### src/rtl/brightness_control_pkg.sv
// rtl/brightness_control_pkg.sv - shared register map, bit indices and FSM encodings
package brightness_control_pkg;

   localparam logic [2:0] ADDR_CTRL       = 3'd0;
   localparam logic [2:0] ADDR_STATUS     = 3'd1;
   localparam logic [2:0] ADDR_OFFSET     = 3'd2;
   localparam logic [2:0] ADDR_WIDTH      = 3'd3;
   localparam logic [2:0] ADDR_HEIGHT     = 3'd4;
   localparam logic [2:0] ADDR_INTERLACED = 3'd5;
   localparam logic [2:0] ADDR_FRAME_CNT  = 3'd6;

   localparam int CTRL_GO_BIT         = 0;
   localparam int CTRL_IRQ_EN_BIT     = 1;
   localparam int STATUS_RUNNING_BIT  = 0;
   localparam int STATUS_IRQ_PEND_BIT = 1;

   typedef enum logic [1:0] {
      IDLE  = 2'd0,
      WAIT  = 2'd1,
      FRAME = 2'd2,
      STOP  = 2'd3
   } state_t;

endpackage

### src/rtl/brightness_control_if.sv
// rtl/brightness_control_if.sv - Avalon-MM register bus bundle
interface brightness_control_if;

   logic [2:0]  av_address;
   logic        av_write;
   logic [31:0] av_writedata;
   logic        av_read;
   logic [31:0] av_readdata;

   modport master (
      output av_address, av_write, av_writedata, av_read,
      input  av_readdata
   );

   modport slave (
      input  av_address, av_write, av_writedata, av_read,
      output av_readdata
   );

endinterface

### src/rtl/brightness_control_regs.sv
// rtl/brightness_control_regs.sv - register decode, read mux and irq_pend W1C
module brightness_control_regs
   import brightness_control_pkg::*;
#(
   parameter int OFFSET_WIDTH = 9
) (
   input  logic                    clk,
   input  logic                    rst,
   brightness_control_if.slave     bus,
   input  logic                    running,
   input  logic                    irq_pend_set,
   input  logic [15:0]             width,
   input  logic [15:0]             height,
   input  logic [3:0]              interlaced,
   input  logic [15:0]             frame_cnt,
   output logic                    go,
   output logic                    go_next,
   output logic                    irq_en,
   output logic                    irq_pend,
   output logic [OFFSET_WIDTH-1:0] shadow_offset
);

   logic        ctrl_wr;
   logic        status_wr;
   logic        offset_wr;
   logic [31:0] rd_mux;
   logic        unused_wdata;

   assign ctrl_wr   = bus.av_write && (bus.av_address == ADDR_CTRL);
   assign status_wr = bus.av_write && (bus.av_address == ADDR_STATUS);
   assign offset_wr = bus.av_write && (bus.av_address == ADDR_OFFSET);

   // The FSM sees a go write on the same edge the register takes it
   assign go_next = ctrl_wr ? bus.av_writedata[CTRL_GO_BIT] : go;

   assign unused_wdata = ^bus.av_writedata;

   always_comb begin
      rd_mux = '0;
      case (bus.av_address)
         ADDR_CTRL: begin
            rd_mux[CTRL_GO_BIT]     = go;
            rd_mux[CTRL_IRQ_EN_BIT] = irq_en;
         end
         ADDR_STATUS: begin
            rd_mux[STATUS_RUNNING_BIT]  = running;
            rd_mux[STATUS_IRQ_PEND_BIT] = irq_pend;
         end
         ADDR_OFFSET:     rd_mux[OFFSET_WIDTH-1:0] = shadow_offset;
         ADDR_WIDTH:      rd_mux[15:0] = width;
         ADDR_HEIGHT:     rd_mux[15:0] = height;
         ADDR_INTERLACED: rd_mux[3:0]  = interlaced;
         ADDR_FRAME_CNT:  rd_mux[15:0] = frame_cnt;
         default:         rd_mux = '0;
      endcase
   end

   always_ff @(posedge clk) begin
      if (rst) begin
         go              <= 1'b0;
         irq_en          <= 1'b0;
         irq_pend        <= 1'b0;
         shadow_offset   <= '0;
         bus.av_readdata <= '0;
      end else begin
         if (ctrl_wr) begin
            go     <= bus.av_writedata[CTRL_GO_BIT];
            irq_en <= bus.av_writedata[CTRL_IRQ_EN_BIT];
         end
         if (offset_wr)
            shadow_offset <= bus.av_writedata[OFFSET_WIDTH-1:0];
         // A new event outranks a simultaneous clear
         if (irq_pend_set)
            irq_pend <= 1'b1;
         else if (status_wr && bus.av_writedata[STATUS_IRQ_PEND_BIT])
            irq_pend <= 1'b0;
         bus.av_readdata <= bus.av_read ? rd_mux : 32'd0;
      end
   end

endmodule

### src/rtl/brightness_control_ctrl.sv
// rtl/brightness_control_ctrl.sv - frame-synchronous brightness offset controller
module brightness_control_ctrl
   import brightness_control_pkg::*;
#(
   parameter int OFFSET_WIDTH = 9
) (
   input  logic                           clk,
   input  logic                           rst,
   input  logic [2:0]                     av_address,
   input  logic                           av_write,
   input  logic [31:0]                    av_writedata,
   input  logic                           av_read,
   output logic [31:0]                    av_readdata,
   input  logic                           frame_sop,
   input  logic                           frame_eop,
   input  logic [15:0]                    im_width,
   input  logic [15:0]                    im_height,
   input  logic [3:0]                     im_interlaced,
   output logic                           enable,
   output logic signed [OFFSET_WIDTH-1:0] offset_active,
   output logic                           irq
);

   brightness_control_if bus ();

   state_t                  state;
   state_t                  next_state;
   logic                    go;
   logic                    go_next;
   logic                    irq_en;
   logic                    irq_pend;
   logic [OFFSET_WIDTH-1:0] shadow_offset;
   logic [15:0]             width;
   logic [15:0]             height;
   logic [3:0]              interlaced;
   logic [15:0]             frame_cnt;
   logic                    commit;
   logic                    count_evt;

   assign bus.av_address   = av_address;
   assign bus.av_write     = av_write;
   assign bus.av_writedata = av_writedata;
   assign bus.av_read      = av_read;
   assign av_readdata      = bus.av_readdata;

   brightness_control_regs #(
      .OFFSET_WIDTH (OFFSET_WIDTH)
   ) u_regs (
      .clk           (clk),
      .rst           (rst),
      .bus           (bus),
      .running       (state != IDLE),
      .irq_pend_set  (count_evt && irq_en),
      .width         (width),
      .height        (height),
      .interlaced    (interlaced),
      .frame_cnt     (frame_cnt),
      .go            (go),
      .go_next       (go_next),
      .irq_en        (irq_en),
      .irq_pend      (irq_pend),
      .shadow_offset (shadow_offset)
   );

   assign commit    = (state == WAIT) && frame_sop;
   // A committed frame ends either on a single-beat packet or on eop after it started
   assign count_evt = (commit && frame_eop) ||
                      (((state == FRAME) || (state == STOP)) && frame_eop);
   assign irq       = irq_pend && irq_en;

   always_comb begin
      next_state = state;
      case (state)
         IDLE:  next_state = go_next ? WAIT : IDLE;
         WAIT: begin
            if (frame_sop && !frame_eop) next_state = FRAME;
            else                         next_state = go_next ? WAIT : IDLE;
         end
         FRAME: begin
            if (frame_eop) next_state = go_next ? WAIT : IDLE;
            else           next_state = go_next ? FRAME : STOP;
         end
         STOP: begin
            if (frame_eop) next_state = IDLE;
            else           next_state = go_next ? FRAME : STOP;
         end
         default: next_state = IDLE;
      endcase
   end

   always_ff @(posedge clk) begin
      if (rst) begin
         state         <= IDLE;
         enable        <= 1'b0;
         offset_active <= '0;
         width         <= '0;
         height        <= '0;
         interlaced    <= '0;
         frame_cnt     <= '0;
      end else begin
         state  <= next_state;
         enable <= (next_state != IDLE);
         if (commit) begin
            offset_active <= shadow_offset;
            width         <= im_width;
            height        <= im_height;
            interlaced    <= im_interlaced;
         end
         if (count_evt)
            frame_cnt <= frame_cnt + 16'd1;
      end
   end

endmodule

### config.mk
export PLATFORM = sky130hd
export DESIGN_NAME = brightness_control_ctrl
export DESIGN_NICKNAME = d
export VERILOG_FILES = /design/src/rtl/brightness_control_pkg.sv /design/src/rtl/brightness_control_if.sv /design/src/rtl/brightness_control_regs.sv /design/src/rtl/brightness_control_ctrl.sv
export SDC_FILE = /design/constraint.sdc
export NUM_CORES = 1
export LEC_CHECK = 0
export ABC_AREA = 1
export CAP_MARGIN = 40
export CORE_UTILIZATION = 45
export DETAILED_ROUTE_END_ITERATION = 12
export HOLD_SLACK_MARGIN = 0.03
export PLACE_DENSITY = 0.75
export SLEW_MARGIN = 20
export SYNTH_ARGS = -nofsm -noshare
export SYNTH_HDL_FRONTEND = slang
export SYNTH_HIERARCHICAL = 1
export SYNTH_SLANG_ARGS = --single-unit
### constraint.sdc
create_clock -name clk -period 2.8 [get_ports clk]
set_input_delay 0.56 -clock clk [delete_from_list [all_inputs] [get_ports clk]]
set_output_delay 0.56 -clock clk [all_outputs]
set_load 0.01 [all_outputs]
# Word level (Yosys, flattened, before mapping)

Cells that the tools add are included.
W data, S select, Z words.

Bits in registers: 108
Bits in latches: 0
Memory bits (writable): 0
Bits in read-only memories: 0
Input port bits: 77
Output and inout bits: 43
Logic and storage cells: 56
Memories kept: 0

Add/sub/neg operators: 1
Multiply operators: 0
Div/mod/pow operators: 0
Magnitude comparators: 0
Equal/unequal tests: 9
Shift operators: 0
Mux-type cells: 13
Bitwise operators: 1
Reduce and logical (&&, ||, !) cells: 19

Operators with widths:

| operator                | count |
|---|---|
| $pmux W7 S3             | 1 |
| $pmux W5 S4             | 1 |
| $add A16 B1 Y16 const B | 1 |
| $pmux W2 S7             | 1 |
| $logic_and A1 B1 Y1     | 10 |
| $pmux W2 S5             | 1 |
| $eq A3 B3 Y1 const B    | 3 |
| $pmux W2 S4             | 1 |
| $eq A3 B2 Y1 const B    | 2 |
| $mux W2                 | 3 |
| $reduce_bool A2 Y1      | 3 |
| $mux W1                 | 5 |
| $eq A2 B2 Y1 const B    | 2 |
| $eq A3 B1 Y1 const B    | 1 |
| $logic_not A3 Y1        | 1 |
| $eq A2 B1 Y1 const B    | 1 |
| $logic_not A2 Y1        | 1 |
| $logic_or A1 B1 Y1      | 2 |
| $reduce_or A2 Y1        | 1 |
| $logic_not A1 Y1        | 1 |
| $not A1 Y1              | 1 |

# Logic depth before layout (Yosys ltp)

Gate-level depths: netlist (run 1).

Word-level depth: 7
Depth in mapped cells: 13

# Hierarchy

The synthesis (run 1) kept the hierarchy.

By module, submodules not included:

| module                  | times used | cells an instance | area each (sq um) |
|---|---|---|---|
| brightness_control_ctrl | 1          | 351               | 2578.7 |
| brightness_control_regs | 1          | 238               | 1580.3 |

# Least setup slack after synthesis (run 1)

OpenSTA, ideal clock, no wires.

Path kind: input to register
Start: input av_address[1]
End: register enable
Setup time: 0.114 ns
Arrival: 1.822 ns
Data required time: 2.686 ns
Setup slack: 0.864 ns
Cell stages on the path: 13
Buffers on the path: 1
Path through: buf_6 nor2_4 nand3_1 nand2_1 o21ai_0 inv_1 inv_1 ha_1 inv_1 o21ai_0 o21ai_0 nand2_1 nand2_1

Longest elaborated chain between the ends: 7
Elaborated cells on any way between the ends: 10
Those cells by class: mux (7); reduce/logical (3)

Ends and longest elaborated chain:

| item                       | line                                                                                        | source |
|---|---|---|
| from (decl)                | brightness_control_ctrl.sv:9                                                                | `input logic [2:0] av_address,` |
| $logic_not A3 Y1 (*)       | brightness_control_regs.sv:29                                                               | `assign ctrl_wr = bus.av_write && (bus.av_address == ADDR_CTRL);` |
| $logic_and A1 B1 Y1 (*)    | brightness_control_regs.sv:29                                                               |  |
| $mux W1 (*)                | brightness_control_regs.sv:34                                                               | `assign go_next = ctrl_wr ? bus.av_writedata[CTRL_GO_BIT] : go;` |
| net go_next                | brightness_control_ctrl.sv:29                                                               | `logic go_next;` |
| $mux W1 (on tied branches) | -                                                                                           |  |
| $mux W2 (on tied branches) | brightness_control_ctrl.sv:84, brightness_control_ctrl.sv:76, brightness_control_ctrl.sv:80 |  |
| $pmux W2 S4 (*)            | brightness_control_ctrl.sv:73                                                               | `case (state)` |
| $reduce_bool A2 Y1 (*)     | brightness_control_ctrl.sv:102                                                              | `enable <= (next_state != IDLE);` |
| to (signal assigned)       | brightness_control_ctrl.sv:102                                                              |  |
| to (decl)                  | brightness_control_ctrl.sv:19                                                               | `output logic enable,` |

The timed path passes the listed nets; every way through them passes the cells marked *.
A chain may end at the register's enable or synchronous reset.

# Worst setup path after layout (run 1)

Start: input av_address[2]
End: register enable

Same word-level chain as after synthesis.

==> qor.json, run 1 <==
{
  "worst_hold_path_type": {"value": "reg2reg"},
  "n_antenna_cell": {"value": 0},
  "violations_in_the_final_reports": {"value": "DRC"},
  "floorplan.die.height": {"value": 98.14, "unit": "um"},
  "placement.setup.worst_slack": {"value": 255.9, "unit": "ps"},
  "worst-r2r-setup-slack": {"value": 1270, "unit": "ps"},
  "busiest_layer": {"value": "met2"},
  "synth_cell_types": {"value": 32},
  "buffers_added_on_ports": {"value": 80},
  "setup_viol": {"value": 0},
  "power.density": {"value": 495.0, "unit": "nW/um2"},
  "worstHoldPathCells": {"value": 2},
  "use_met2": {"value": 36.57, "unit": "%"},
  "first_global_vias": {"value": 3707},
  "cts_setup_buffers": {"value": 0},
  "finalNetCount": {"value": 744},
  "yosys_register_bits": {"value": 92},
  "timing.final.crit_period": {"value": 2220, "unit": "ps"},
  "synthesis.yosys.warnings": {"value": 6},
  "dp_hpwl": {"value": 7.161, "unit": "mm"},
  "drt_pre_antenna_iters": {"value": 13},
  "status": {"value": "finished with violations"},
  "ctsLongestPathBuffers": {"value": 2},
  "worst-r2r-cell-count": {"value": 11},
  "placement.cell_area": {"value": 4959, "unit": "um2"},
  "report.final.slew_viol_count": {"value": 0},
  "synthFlopType": {"value": "dfxtp_1"},
  "gp_congestion": {"value": 0.9243},
  "critPathLaunchType": {"value": "input pin"},
  "cp_slowest_stage_delay": {"value": 450, "unit": "ps"},
  "skew": {"value": 13.94, "unit": "ps"},
  "actual_transition_at_the_worst_max_transition_pin": {"value": 770.6, "unit": "ps"},
  "initial_antenna_violation_count": {"value": 0},
  "cts_repair_resize_count": {"value": 0},
  "grt_setup_unrepaired": {"value": "no"},
  "worst-endpoint-required": {"value": 3100, "unit": "ps"},
  "cts_tree": {"value": "built"},
  "worst_slew_margin_rel": {"value": 48.55, "unit": "%"},
  "num_rows": {"value": 34},
  "io_pins": {"value": 120},
  "postLayoutCellArea": {"value": 5179, "unit": "um2"},
  "setup.worst_path.class": {"value": "in2reg"},
  "worst_r2r_startpoint": {"value": "u_regs/go"},
  "dr_total_vias": {"value": 3910},
  "synth_enable_flop_cells": {"value": 0},
  "route.detailed.drc": {"value": 3},
  "fp.dieArea": {"value": 9630, "unit": "um2"},
  "path_buf_inv": {"value": 5},
  "clk_pin_slew_worst_paths": {"value": 90, "unit": "ps"},
  "cts_root_buf": {"value": "clkbuf_8"},
  "cts_hold_repair.buffers": {"value": 0},
  "detail_route.vias_per_cell": {"value": 5.026},
  "fin_cells": {"value": 778},
  "critical_path.top_delay_family": {"value": "buffers and inverters"},
  "irDropWorstVdd": {"value": 268.5, "unit": "uV"},
  "post_synth_inst_count": {"value": 589},
  "synth_area": {"value": 4159, "unit": "um2"},
  "drt-wirelength-per-cell": {"value": 13.22, "unit": "um"},
  "cap_violations": {"value": 0},
  "minimum_setup_slack_in_the_final_design": {"value": 579.9, "unit": "ps"},
  "timing.critical_path.cells": {"value": "clkdlybuf4s50_1, inv_2, nand3_1, o21ai_0, inv_1, inv_1, ha_1, inv_1, o21ai_0, o21ai_0, nand2_1, nand2_1"},
  "globalRouteMet1Util": {"value": 28.30, "unit": "%"},
  "grt_overflow_total": {"value": 0},
  "number_of_nets_with_antenna_violations_after_detailed_routing": {"value": 0},
  "totalWireLength": {"value": 10.29, "unit": "mm"},
  "power_leakage": {"value": 2.338, "unit": "nW"},
  "dpl.cell_count": {"value": 762},
  "clock.fmax": {"value": 450.4, "unit": "MHz"},
  "critPathSlowestCell": {"value": "clkdlybuf4s50_1"},
  "fin_crit_sh": {"value": 79.29, "unit": "%"},
  "share_of_synthesized_flip_flops_with_an_asynchronous_set_or_reset": {"value": 0, "unit": "%"},
  "core_region_area": {"value": 8848, "unit": "um2"},
  "worst-path-max-fanout": {"value": 9},
  "crit_path_end_kind": {"value": "flip-flop"},
  "area_growth": {"value": 24.52, "unit": "%"},
  "grt_use_met3": {"value": 3.508, "unit": "%"},
  "numCtsBuffers": {"value": 9},
  "syn_avg_cell_area": {"value": 7.061, "unit": "um2"},
  "seq_area_frac_synth": {"value": 44.28, "unit": "%"},
  "fp.dieW": {"value": 98.14, "unit": "um"},
  "worst_hold_path_startpoint": {"value": "u_regs/irq_en"},
  "cts.sinks": {"value": 92},
  "setup-tns-final": {"value": 0, "unit": "ps"},
  "timing.final.hold_violations": {"value": 0},
  "number_of_violations_reported_at_the_end_of_detailed_routing_iteration_0": {"value": 254},
  "r2r_end": {"value": "enable"},
  "grt_start_max_net_pins": {"value": 62},
  "grt_first_pass_wirelength": {"value": 17.11, "unit": "mm"},
  "effective_utilization_at_floorplan": {"value": 47.00, "unit": "%"},
  "htreeDepth": {"value": 3},
  "grt_use_total": {"value": 22.03, "unit": "%"},
  "timing.hold.worst_endpoint": {"value": "u_regs/irq_en"},
  "post_route_cells_drive_above_1_share": {"value": 8.060, "unit": "%"},
  "insertion_delay_of_the_later_clocked_pin_in_the_worst_skew_pair": {"value": 360, "unit": "ps"},
  "worstPathArrival": {"value": 2520, "unit": "ps"}
}
[sequential cells by signal, summed over array words and instances, names as in the netlist]
register / count
enable: 1
frame_cnt: 16
height: 16
interlaced: 4
offset_active: 9
state: 2
u_regs/bus.av_readdata: 16
u_regs/go: 1
u_regs/irq_en: 1
u_regs/irq_pend: 1
u_regs/shadow_offset: 9
width: 16
[cells by family (layout without fill, tap and decap cells)]
logic type	Yosys count	count (layout)	share of synthesized area, %
other cells	1	16	0.09017
fa+ha+maj	2	2	0.6016
compound gates	78	78	9.447
flops	92	92	44.28
buf+inv	87	153	10.56
xor+xnor	1	1	0.2106
simple gates	328	328	34.81
[synth_stat cells (2+ instances only)]
cell / number / area [um2]
ha_1: 2 / 25.02
o21ai_0: 64 / 320.3
a21oi_1: 12 / 60.06
inv_2: 5 / 18.77
nor3_1: 2 / 10.01
nor2_2: 2 / 12.51
clkbuf_1: 6 / 22.52
nand3_1: 25 / 125.1
inv_1: 42 / 157.7
nand2_4: 3 / 33.78
nor3b_1: 2 / 15.01
nand4_1: 13 / 81.33
nand2_1: 107 / 401.6
nor2_1: 156 / 585.6
buf_4: 19 / 142.6
nor2_8: 2 / 40.04
buf_2: 5 / 25.02
nor2_4: 5 / 56.30
inv_4: 2 / 12.51
dfxtp_1: 92 / 1842
nand2_2: 9 / 56.30
clkbuf_2: 4 / 20.02
[layout make-up]
cell class	instances	area (um2)
fillers	816	3670
clock inverters	7	96.34
inverters	50	193.9
flip-flops and latches	92	1842
multi-input cells	425	1934
repair buffers	87	853.3
well taps	108	135.1
clock buffers	9	123.9
[tightest hold or removal path, stage by stage, from the launching register on]
cell	delay, ps
dfxtp_1	350
inv_1	60
a21oi_1	50
[how the worst max path moves through the flow]
stage / start / slack (ps) / endpoint / depth (start not counted)
2_1_floorplan: av_address[1] / 860 / enable / 13
3_3_place_gp: av_address[2] / 430 / enable / 12
3_5_place_dp: av_address[2] / 260 / enable / 12
4_1_cts: av_address[2] / 630 / enable / 12
5_1_grt: av_address[2] / 460 / enable / 12
6_report: av_address[2] / 580 / enable / 12
[through the flow]
| stage | hold WS [ps] | power, W | util, % |
|---|---|---|---|
| after floorplan | 450.8 | 0.001496 | - |
| after global placement | 472.4 | 0.001593 | 56.04 |
| after detailed placement | 496.2 | 0.001597 | 56.04 |
| after CTS | 509.2 | 0.002580 | 58.53 |
| after global routing | 530.9 | 0.002663 | 58.53 |
| final | 508.9 | 0.002564 | 58.53 |
[where the power goes]
part	leakage (nW)	total [W]	switching (W)	internal [W]
sequential	0.743	0.00135	0.0000144	0.00133
clock	0.114	0.000994	0.000484	0.000510
combinational	1.48	0.000223	0.000117	0.000106
total	2.34	0.00256	0.000616	0.00195
[layout by cell type, fill, tap and decap left out, drive strengths merged]
| master | netlist | routed |
|---|---|---|
| inv | 49 | 52 |
| clkbuf | 10 | 9 |
| nand4 | 13 | 13 |
| clkinv | 1 | 3 |
| conb | 1 | 16 |
| bufinv | 0 | 2 |
| xnor2 | 1 | 1 |
| o21ai | 65 | 65 |
| clkdlybuf4s50 | 0 | 80 |
| nand2 | 120 | 120 |
| ha | 2 | 2 |
| a21oi | 12 | 12 |
| nand3 | 26 | 26 |
| o211ai | 1 | 1 |
| buf | 27 | 7 |
| nor3b | 2 | 2 |
| nor2 | 165 | 165 |
| nor3 | 2 | 2 |
| dfxtp | 92 | 92 |
[layer usage]
| metal | vias to the layer above | wire length [um] |
|---|---|---|
| li1 | 1968 | - |
| met1 | 1798 | 4745 |
| met2 | 122 | 4806 |
| met3 | 22 | 515 |
| met4 | 0 | 221 |
| met5 | - | 0 |
Note: power is estimated with default switching activity, not from simulation.
==> run 2: changes to the inputs <==
Clock period 2.8 ns to 2.2 ns, I/O delays scaled along.
==> qor.json, run 2 (synthesized netlist as in run 1, its figures left out) <==
{
  "detail_route.vias_per_cell": {"value": 4.968},
  "critPathLaunchType": {"value": "input pin"},
  "violations_in_the_final_reports": {"value": "DRC"},
  "cts_tree": {"value": "built"},
  "actual_transition_at_the_worst_max_transition_pin": {"value": 736.5, "unit": "ps"},
  "route.detailed.drc": {"value": 4},
  "gp_congestion": {"value": 0.8307},
  "worst-r2r-cell-count": {"value": 11},
  "final.hold.worst_slack": {"value": 505.2, "unit": "ps"},
  "status": {"value": "finished with violations"},
  "timing.final.hold_violations": {"value": 0},
  "worst_hold_path_type": {"value": "reg2reg"},
  "first_global_vias": {"value": 3535},
  "mostFrequentLayoutCells": {"value": "156 x nor2_1, 107 x nand2_1, 92 x dfxtp_1, 80 x clkdlybuf4s50_1, 64 x o21ai_0"},
  "cts_hold_repair.buffers": {"value": 0},
  "crit_path_end_kind": {"value": "flip-flop"},
  "numCtsBuffers": {"value": 9},
  "report.final.slew_viol_count": {"value": 0},
  "finalNetCount": {"value": 750},
  "fin_crit_sh": {"value": 87.68, "unit": "%"},
  "irDropWorstVdd": {"value": 317.4, "unit": "uV"},
  "effective_utilization_at_floorplan": {"value": 47.00, "unit": "%"},
  "worst-endpoint-required": {"value": 2500, "unit": "ps"},
  "initial_antenna_violation_count": {"value": 0},
  "drt_pre_antenna_iters": {"value": 12},
  "insertion_delay_of_the_later_clocked_pin_in_the_worst_skew_pair": {"value": 350, "unit": "ps"},
  "core_region_area": {"value": 8848, "unit": "um2"},
  "grt_overflow_total": {"value": 0},
  "dp_hpwl": {"value": 7.096, "unit": "mm"},
  "ctsLongestPathBuffers": {"value": 2},
  "critPathSlowestCell": {"value": "clkdlybuf4s50_1"},
  "drt-wirelength-per-cell": {"value": 12.67, "unit": "um"},
  "worstPathArrival": {"value": 2230, "unit": "ps"},
  "cts.sinks": {"value": 92},
  "grt_use_total": {"value": 21.89, "unit": "%"},
  "fp.dieW": {"value": 98.14, "unit": "um"},
  "power.density": {"value": 606.2, "unit": "nW/um2"},
  "num_rows": {"value": 34},
  "number_of_violations_reported_at_the_end_of_detailed_routing_iteration_0": {"value": 287},
  "cp_slowest_stage_delay": {"value": 460, "unit": "ps"},
  "timing.final.crit_period": {"value": 1929, "unit": "ps"},
  "final_common_cell": {"value": "nor2_1"},
  "cts_root_buf": {"value": "clkbuf_8"},
  "setup.worst_path.class": {"value": "in2reg"},
  "number_of_nets_with_antenna_violations_after_detailed_routing": {"value": 0},
  "clock.fmax": {"value": 518.4, "unit": "MHz"},
  "grt_first_pass_wirelength": {"value": 16.95, "unit": "mm"},
  "post_route_cells_drive_above_1_share": {"value": 8.728, "unit": "%"},
  "setup-tns-final": {"value": 0, "unit": "ps"},
  "dr_total_vias": {"value": 3895},
  "setup_viol": {"value": 0},
  "cts_repair_resize_count": {"value": 0},
  "cts_setup_buffers": {"value": 0},
  "area_growth": {"value": 25.39, "unit": "%"},
  "grt_setup_unrepaired": {"value": "no"},
  "floorplan.die.height": {"value": 98.14, "unit": "um"},
  "htreeDepth": {"value": 3},
  "cap_violations": {"value": 0},
  "power_leakage": {"value": 2.351, "unit": "nW"},
  "totalWireLength": {"value": 9.930, "unit": "mm"},
  "n_antenna_cell": {"value": 0},
  "io_pins": {"value": 120},
  "worst-path-max-fanout": {"value": 4},
  "skew": {"value": 8.788, "unit": "ps"},
  "fp.dieArea": {"value": 9630, "unit": "um2"},
  "grt_start_max_net_pins": {"value": 62},
  "buffers_added_on_ports": {"value": 80},
  "clk_pin_slew_worst_paths": {"value": 90, "unit": "ps"},
  "worstHoldPathCells": {"value": 2},
  "timing.critical_path.cells": {"value": "clkdlybuf4s50_1, nor2_4, nand3_1, o21ai_0, inv_1, inv_1, ha_1, inv_1, o21ai_0, o21ai_0, nand2_1, nand2_1"},
  "worst_slew_margin_rel": {"value": 50.83, "unit": "%"}
}
==> run 2: per-stage QoR <==
| step | util (%) | setup slack (ps) | instance area (um2) | power [W] | std cells |
|---|---|---|---|---|---|
| 2_1_floorplan | - | 384.0 | 4215 | 0.001904 | 604 |
| 3_3_place_gp | 56.69 | -7.171 | 5016 | 0.002039 | 768 |
| 3_5_place_dp | 56.69 | -79.86 | 5016 | 0.002042 | 768 |
| 4_1_cts | 58.94 | 293.8 | 5215 | 0.003172 | 784 |
| 5_1_grt | 58.94 | 48.76 | 5215 | 0.003287 | 784 |
| 6_report | 58.94 | 271.1 | 5215 | 0.003162 | 784 |
==> run 2: critical path, delay by kind of cell <==
kind	cells	cell delay (ps)
buffers and inverters	4	670
AOI/OAI and AO/OA	3	510
adders and majority gates	1	210
and+or+nand+nor	4	390
==> run 2: area by class of cell <==
class	count	area [um2]
fillers	839	3633
multi-input cells	425	1934
flip-flops and latches	92	1842
repair buffers	93	910.9
inverters	50	193.9
well taps	108	135.1
clock buffers	10	127.6
clock inverters	6	71.32
==> run 2: path summary, 6_finish.rpt <==
kind	from	slack, ps	end
worst max-delay path	av_address[1]	270	enable
worst max register to register	u_regs/go	730	enable
worst min register to register	u_regs/irq_en	510	u_regs/irq_en
worst min-delay path	u_regs/irq_en	510	u_regs/irq_en
==> run 2: power breakdown <==
part / total [W] / switching, W / internal, W
clock network: 0.00116 / 0.000620 / 0.000536
logic: 0.000292 / 0.000148 / 0.000144
registers: 0.00171 / 0.0000188 / 0.00170
==> run 2: per-layer routing <==
layer  vias up  track usage, %  part of all wire [%]  wire [um]
li1       1985               -                     -          -
met1      1773           30.53                    48       4788
met2       124           35.21                    46       4562
met3        13           2.720                   4.3        429
met4         0           7.118                   1.5        149
met5         -               0                     0          0
==> run 3: changes to the inputs <==
Settings changed: GPL_TIMING_DRIVEN set to 0, SLEW_MARGIN 20 to 5.
==> qor.json, run 3 (synthesized netlist as in run 1, its figures left out) <==
{
  "status": {"value": "finished with violations"},
  "violations_in_the_final_reports": {"value": "DRC"},
  "postLayoutCellArea": {"value": 5358, "unit": "um2"},
  "cts_root_buf": {"value": "clkbuf_8"},
  "cts.sinks": {"value": 92},
  "timing.final.crit_period": {"value": 2040, "unit": "ps"},
  "worst-endpoint-required": {"value": 2440, "unit": "ps"},
  "mostFrequentLayoutCells": {"value": "156 x nor2_1, 107 x nand2_1, 92 x dfxtp_1, 79 x clkdlybuf4s50_1, 63 x o21ai_0"},
  "gp_congestion": {"value": 0.8635},
  "fp.dieArea": {"value": 9630, "unit": "um2"},
  "critPathSlowestCell": {"value": "clkdlybuf4s50_1"},
  "insertion_delay_of_the_later_clocked_pin_in_the_worst_skew_pair": {"value": 350, "unit": "ps"},
  "area_growth": {"value": 28.82, "unit": "%"},
  "worstPathArrival": {"value": 2290, "unit": "ps"},
  "fp.dieW": {"value": 98.14, "unit": "um"},
  "dp_hpwl": {"value": 7.982, "unit": "mm"},
  "clock.fmax": {"value": 490.1, "unit": "MHz"},
  "path_buf_inv": {"value": 4},
  "drt-wirelength-per-cell": {"value": 13.09, "unit": "um"},
  "cts_hold_repair.buffers": {"value": 0},
  "initial_antenna_violation_count": {"value": 0},
  "num_rows": {"value": 34},
  "core_region_area": {"value": 8848, "unit": "um2"},
  "grt_setup_unrepaired": {"value": "no"},
  "numCtsBuffers": {"value": 9},
  "grt_start_max_net_pins": {"value": 16},
  "clk_pin_slew_worst_paths": {"value": 90, "unit": "ps"},
  "fin_crit_sh": {"value": 92.74, "unit": "%"},
  "totalWireLength": {"value": 10.62, "unit": "mm"},
  "final.hold.worst_slack": {"value": 498.2, "unit": "ps"},
  "timing.final.hold_violations": {"value": 0},
  "power.density": {"value": 572.5, "unit": "nW/um2"},
  "fillCellCount": {"value": 822},
  "n_antenna_cell": {"value": 0},
  "cap_violations": {"value": 0},
  "finalNetCount": {"value": 777},
  "cp_slowest_stage_delay": {"value": 500, "unit": "ps"},
  "critical_path.top_delay_family": {"value": "buffers and inverters"},
  "final_common_cell": {"value": "nor2_1"},
  "worst_slew_margin_rel": {"value": 64.81, "unit": "%"},
  "setup-tns-final": {"value": 0, "unit": "ps"},
  "grt_overflow_total": {"value": 0},
  "placement.cell_area": {"value": 5151, "unit": "um2"},
  "htreeDepth": {"value": 3},
  "skew": {"value": 13.11, "unit": "ps"},
  "drt_pre_antenna_iters": {"value": 12},
  "number_of_nets_with_antenna_violations_after_detailed_routing": {"value": 0},
  "report.final.slew_viol_count": {"value": 0},
  "worst_hold_path_type": {"value": "reg2reg"},
  "effective_utilization_at_floorplan": {"value": 47.00, "unit": "%"},
  "grt_first_pass_wirelength": {"value": 17.39, "unit": "mm"},
  "route.detailed.drc": {"value": 6},
  "grt_use_total": {"value": 22.45, "unit": "%"},
  "detail_route.vias_per_cell": {"value": 4.952},
  "io_pins": {"value": 120},
  "crit_path_end_kind": {"value": "flip-flop"},
  "cts_tree": {"value": "built"},
  "first_global_vias": {"value": 3741},
  "dr_total_vias": {"value": 4016},
  "actual_transition_at_the_worst_max_transition_pin": {"value": 527.8, "unit": "ps"},
  "worst-path-max-fanout": {"value": 4},
  "critPathLaunchType": {"value": "input pin"},
  "timing.critical_path.cells": {"value": "clkdlybuf4s50_1, nor2_4, nand3_2, nand2_1, o21ai_1, inv_1, inv_1, ha_1, inv_1, o21ai_0, o21ai_0, nand2_1, nand2_1"},
  "design_power_total": {"value": 0.003067, "unit": "W"},
  "power_leakage": {"value": 2.462, "unit": "nW"},
  "irDropWorstVdd": {"value": 388.0, "unit": "uV"},
  "floorplan.die.height": {"value": 98.14, "unit": "um"},
  "ctsLongestPathBuffers": {"value": 2},
  "buffers_added_on_ports": {"value": 80},
  "number_of_violations_reported_at_the_end_of_detailed_routing_iteration_0": {"value": 335},
  "post_route_cells_drive_above_1_share": {"value": 11.38, "unit": "%"},
  "setup_viol": {"value": 0},
  "setup.worst_path.class": {"value": "in2reg"}
}
run 3: area by class of cell:
cell class	instances	area (um2)	area share, %
Buffer	37	245.2	4.577
Multi-Input combinational cell	425	1939	36.20
Tap cell	108	135.1	2.522
Sequential cell	92	1842	34.38
Clock buffer	11	141.4	2.639
Timing Repair Buffer	83	825.8	15.41
Inverter	50	193.9	3.620
Clock inverter	5	35.03	0.6539
run 3: where the power goes:
part / switching, W / leakage [nW] / internal, W
Clock: 0.000587 / 0.0897 / 0.000445
Sequential: 0.0000194 / 0.743 / 0.00170
Combinational: 0.000160 / 1.63 / 0.000161
Total: 0.000766 / 2.46 / 0.00230
run 3: metrics by stage:
step           std cells  utilization (%)  setup slack [ps]
6_report             811            60.55             159.8
5_1_grt              811            60.55             73.33
4_1_cts              808            60.27             4.006
3_5_place_dp         792            58.22            -443.9
3_3_place_gp         792            58.22            -333.5
2_1_floorplan        604                -             384.0
run 3: layer usage:
metal | routed length, um | global-route usage (%) | vias up
li1 | - | - | 2042
met2 | 5027 | 37.38 | 128
met4 | 184 | 7.692 | 0
met1 | 4943 | 30.37 | 1826
met5 | 0 | 0 | -
met3 | 461 | 2.434 | 20
run 3: final timing paths:
kind	from	endpoint	slack [ps]	depth (start not counted)
hold / removal	u_regs/irq_en	u_regs/irq_en	500	2
setup / recovery	av_address[0]	enable	160	13
setup reg to reg	state[0]	height[2]	690	6
hold reg to reg	u_regs/irq_en	u_regs/irq_en	500	2
run 3: worst min-delay path: cells and delay by family (launching register included):
kind                   cells  cell delay, ps
DFF                        1             350
buffers and inverters      1              60
AOI/OAI and AO/OA          1              50
run 3: timing repair:
action | CTS | global route
resized for setup | 2 | 1
pin swaps | 0 | 1
setup endpoints to repair | 2 | 2
buffers inserted | 0 | 3
